<file path="src/rtl/pic_inta_sequencer.sv">
// Interrupt-acknowledge sequencer for an 8259-style PIC: drives INT, counts the two
// 8086-mode INTA pulses, presents the vector byte and issues the automatic-EOI strobe.
module pic_inta_sequencer #(
  parameter int unsigned SYNC_STAGES = 2
) (
  input  logic       clk,
  input  logic       rst_n,
  input  logic       int_req,
  input  logic [2:0] isr_level,
  input  logic       inta_n,
  input  logic [4:0] vector_base,
  input  logic       aeoi,
  output logic       int_out,
  output logic [1:0] inta_count,
  output logic [7:0] data_out,
  output logic       data_oe,
  output logic       aeoi_pulse
);

  typedef enum logic [2:0] {StIdle, StReq, StAck1, StAck2, StHold} state_e;

  state_e                 state_q, state_d;
  logic [SYNC_STAGES-1:0] sync_q;
  logic                   inta_s, inta_d_q;
  logic                   fall, rise;
  logic [7:0]             vec_q, vec_d;
  logic                   rise_seen_q, rise_seen_d;

  assign inta_s = sync_q[SYNC_STAGES-1];
  assign fall   = inta_d_q & ~inta_s;
  assign rise   = ~inta_d_q & inta_s;

  always_ff @(posedge clk) begin
    if (!rst_n) begin
      sync_q      <= '1;
      inta_d_q    <= 1'b1;
      state_q     <= StIdle;
      vec_q       <= '0;
      rise_seen_q <= 1'b0;
    end else begin
      sync_q      <= {sync_q[SYNC_STAGES-2:0], inta_n};
      inta_d_q    <= inta_s;
      state_q     <= state_d;
      vec_q       <= vec_d;
      rise_seen_q <= rise_seen_d;
    end
  end

  always_comb begin
    state_d     = state_q;
    vec_d       = vec_q;
    rise_seen_d = rise_seen_q;
    unique case (state_q)
      StIdle: begin
        if (int_req) state_d = StReq;
      end
      StReq: begin
        if (fall) begin
          state_d     = StAck1;
          rise_seen_d = 1'b0;
        end
      end
      StAck1: begin
        // The vector is only latched on a fall that follows the end of the first pulse.
        if (rise) rise_seen_d = 1'b1;
        if (fall && rise_seen_q) begin
          vec_d   = {vector_base, isr_level};
          state_d = StAck2;
        end
      end
      StAck2: begin
        if (rise) state_d = StHold;
      end
      StHold: begin
        state_d = StIdle;
      end
      default: begin
        state_d = StIdle;
      end
    endcase
  end

  always_comb begin
    int_out    = 1'b0;
    inta_count = 2'b00;
    data_oe    = 1'b0;
    aeoi_pulse = 1'b0;
    unique case (state_q)
      StReq: begin
        int_out = 1'b1;
      end
      StAck1: begin
        inta_count = 2'b01;
      end
      StAck2: begin
        inta_count = 2'b10;
        data_oe    = 1'b1;
      end
      StHold: begin
        inta_count = 2'b10;
        aeoi_pulse = aeoi;
      end
      default: begin
      end
    endcase
  end

  assign data_out = vec_q;

endmodule

</file>
<file path="config.mk">
export PLATFORM = sky130hd
export DESIGN_NAME = pic_inta_sequencer
export DESIGN_NICKNAME = d
export VERILOG_FILES = /design/src/rtl/pic_inta_sequencer.sv
export SDC_FILE = /design/constraint.sdc
export NUM_CORES = 1
export LEC_CHECK = 0
export ABC_AREA = 1
export CORE_ASPECT_RATIO = 1.1
export CORE_MARGIN = 5
export CORE_UTILIZATION = 44
export DETAILED_ROUTE_END_ITERATION = 8
export PLACE_DENSITY = 0.81
export SETUP_SLACK_MARGIN = 0.3
export SYNTH_ARGS = -nofsm -noshare
export SYNTH_HDL_FRONTEND = slang
export SYNTH_SLANG_ARGS = --single-unit
</file>
<file path="constraint.sdc">
create_clock -name clk -period 2.3 [get_ports clk]
set_input_delay 0.46 -clock clk [delete_from_list [all_inputs] [get_ports clk]]
set_output_delay 0.46 -clock clk [all_outputs]
set_load 0.005 [all_outputs]
</file>
==> metrics.cfg <==
[outcome]
status=completed

[critical_path]
rrSetupSlack_ns=1.14
reg2reg_from=sync_q[1]$_SDFF_PN1_
startpoint=state_q[2]$_SDFFE_PN0P_
critical_path_class=flip-flop to primary output
worstPathArrival_ns=1.43
worst_setup_path_start_kind=flip-flop
end_kind=primary output
critical_path_required_ns=1.84
crit_path_max_fanout=6

[cells_and_area]
fillerInstances=120
finalNetCount=136
n_antenna_cell=0
layout-drive-gt1-share=0.1721
multi_input_area_um2=311.5
ff_latch_area_um2=304.0
stdcell_count=138
area_delta_synth_final_pct=45.76

[die]
die_y_um=50.76
coreArea_um2=1401
die_width_um=47.05
die-area_um2=2388
rows=14
initial_core_util=0.4741
ios=26

[clock_tree]
cts_buffers=3
cts_tree=yes
cts.path.max_buffers=2
cts_setup_buffers=0
clock-sinks=15
clk_pin_slew_ns=0.08
root_buffer=clkbuf_4
clk_latency_ns=0.27
htree_levels=1

[yosys]
synth_top_cell_by_area=dfxtp_1
synth_cells=94
synth.distinct_cells=17
yosys_register_bits=15
synth_nets=107
avgSynthCellArea_um2=7.068
synth_area_um2=664.4
seq_area_frac_synth=0.4520
synth_top_area_share=0.4520
yosysWarnings=0
synthTopCellsByArea=dfxtp_1 (45%), nor2_1 (13%), o21ai_0 (8.3%), nand2_1 (6.8%), inv_1 (6.2%)

[sta]
fmax_ghz=0.5291
tightest_slew_ns=0.3796
max_slew_margin=0.7461
fin_crit_ns=1.890
fin_crit_sh=0.8217
slew_violations=0
finalHoldViolCount=0
finClkSkew_ns=0.0004604
setup_viol=0
finalSetupTns_ns=0
rsz0062_at_grt=yes
fin_ws_ns=0.4100

[routing]
routed_wl_um=1457
vias_per_cell=4.862
drtAntennaViolNets=0
routedWlPerCell_um=10.56
vias=671
drt-initial-drc-count=9
dr.pass1.iters=4
drc=0

[power_and_ir_drop]
ir_drop_mv=0.3819
powerDensity_nw_per_um2=746.7
p_leak_nw=0.4467

[worst_hold_path]
hold_class=flip-flop to flip-flop
worstHoldStart=sync_q[0]$_SDFF_PN1_

[grt]
grt_use_total=0.1369
grt_pass1_vias=586
grt_remaining_overflow=0
grt_max_degree=13
grt_pass1_wl_um=2421
antenna_found_initial=0

[placement]
place_congestion=0.8190
dpl.cell_count=134
io_buffers=25
dp_hpwl_um=1193
dpl_worst_slack_ns=0.3002

[flow_run]
maxCapViolations=0

[worst max-delay path, cell delays in order, from the launching register on]
cell             delay (ns)
dfxtp_2                0.37
inv_2                  0.08
nand2_1                0.06
nor2_1                 0.13
clkdlybuf4s50_1        0.52
[metal layers]
layer	part of all wire	up-vias	GRT usage
li1	-	353	-
met1	0.40	292	0.1585
met2	0.49	24	0.2308
met3	0.11	2	0.03929
met4	0.0055	0	0.05069
met5	0	-	0
[layout make-up]
class,count,area share
Inverter,13,0.05297
Clock buffer,4,0.02713
Multi-Input combinational cell,65,0.3217
Sequential cell,15,0.3140
Tap cell,16,0.02067
Timing Repair Buffer,25,0.2636
[cells in the mapped netlist]
cell type  instances
nand3_2            1
o21ai_0           11
dfxtp_1           15
or2_2              2
nand4_1            2
nor2_4             1
nand3_1            2
inv_1             11
a21oi_1            3
nor2_1            23
inv_4              1
nand3b_1           1
inv_2              1
nor2_2             4
clkbuf_1           1
nand2_1           12
nand2_2            3
[cell families (layout without fill, tap and decap cells)]
family / Yosys count / after routing / synth area share
flip-flops: 15 / 15 / 0.4520
AND/OR/NAND/NOR: 51 / 51 / 0.3597
buffers and inverters: 14 / 42 / 0.08286
AO/OA/AOI/OAI: 14 / 14 / 0.1055
[final timing paths]
check / endpoint / cells after the start
max: inta_count[0] / 4
min: sync_q[1]$_SDFF_PN1_ / 1
max reg2reg: data_out[0]$_SDFFE_PN0P_ / 6
min reg2reg: sync_q[1]$_SDFF_PN1_ / 1
[registers in the layout (all words and copies together) (netlist names)]
signal	count
data_out	8
state_q	3
sync_q	2
inta_d_q	1
rise_seen_q	1
[repair_timing]
action / in CTS / in global routing
setup endpoints to repair: 1 / 4
gates resized for setup: 1 / 6
hold buffers: 0 / 0
[through the flow]
stage	power, mW	utilization	hold slack (ns)	cell area (um^2)
after global routing	0.7815	0.6911	0.4356	968.4
after detailed placement	0.5766	0.6643	0.4018	930.9
after CTS	0.7213	0.6839	0.4220	958.4
after global placement	0.5684	0.6643	0.3992	930.9
final	0.7232	0.6911	0.4193	968.4
after floorplan	0.4733	-	0.3925	664.4
[layout by cell type, fill, tap and decap left out]
cell / instances
clkdlybuf4s50_1: 23
nor2_1: 22
nand2_1: 12
dfxtp_1: 12
o21ai_0: 11
inv_1: 10
nor2_2: 5
nand2_2: 3
a21oi_1: 3
clkbuf_4: 3
dfxtp_2: 3
inv_2: 2
nand3_1: 2
or2_2: 2
nand4_1: 2
dlymetal6s2s_1: 2
nor2_4: 1
inv_4: 1
nand3_2: 1
nand3b_1: 1
clkbuf_1: 1
[power by group]
part | internal [mW] | leakage [nW] | switching, mW
sequential | 0.284 | 0.123 | 0.0306
combinational | 0.126 | 0.309 | 0.137
clock | 0.0672 | 0.0150 | 0.0785
total | 0.477 | 0.447 | 0.246
Power figures use the tool's default switching activity.
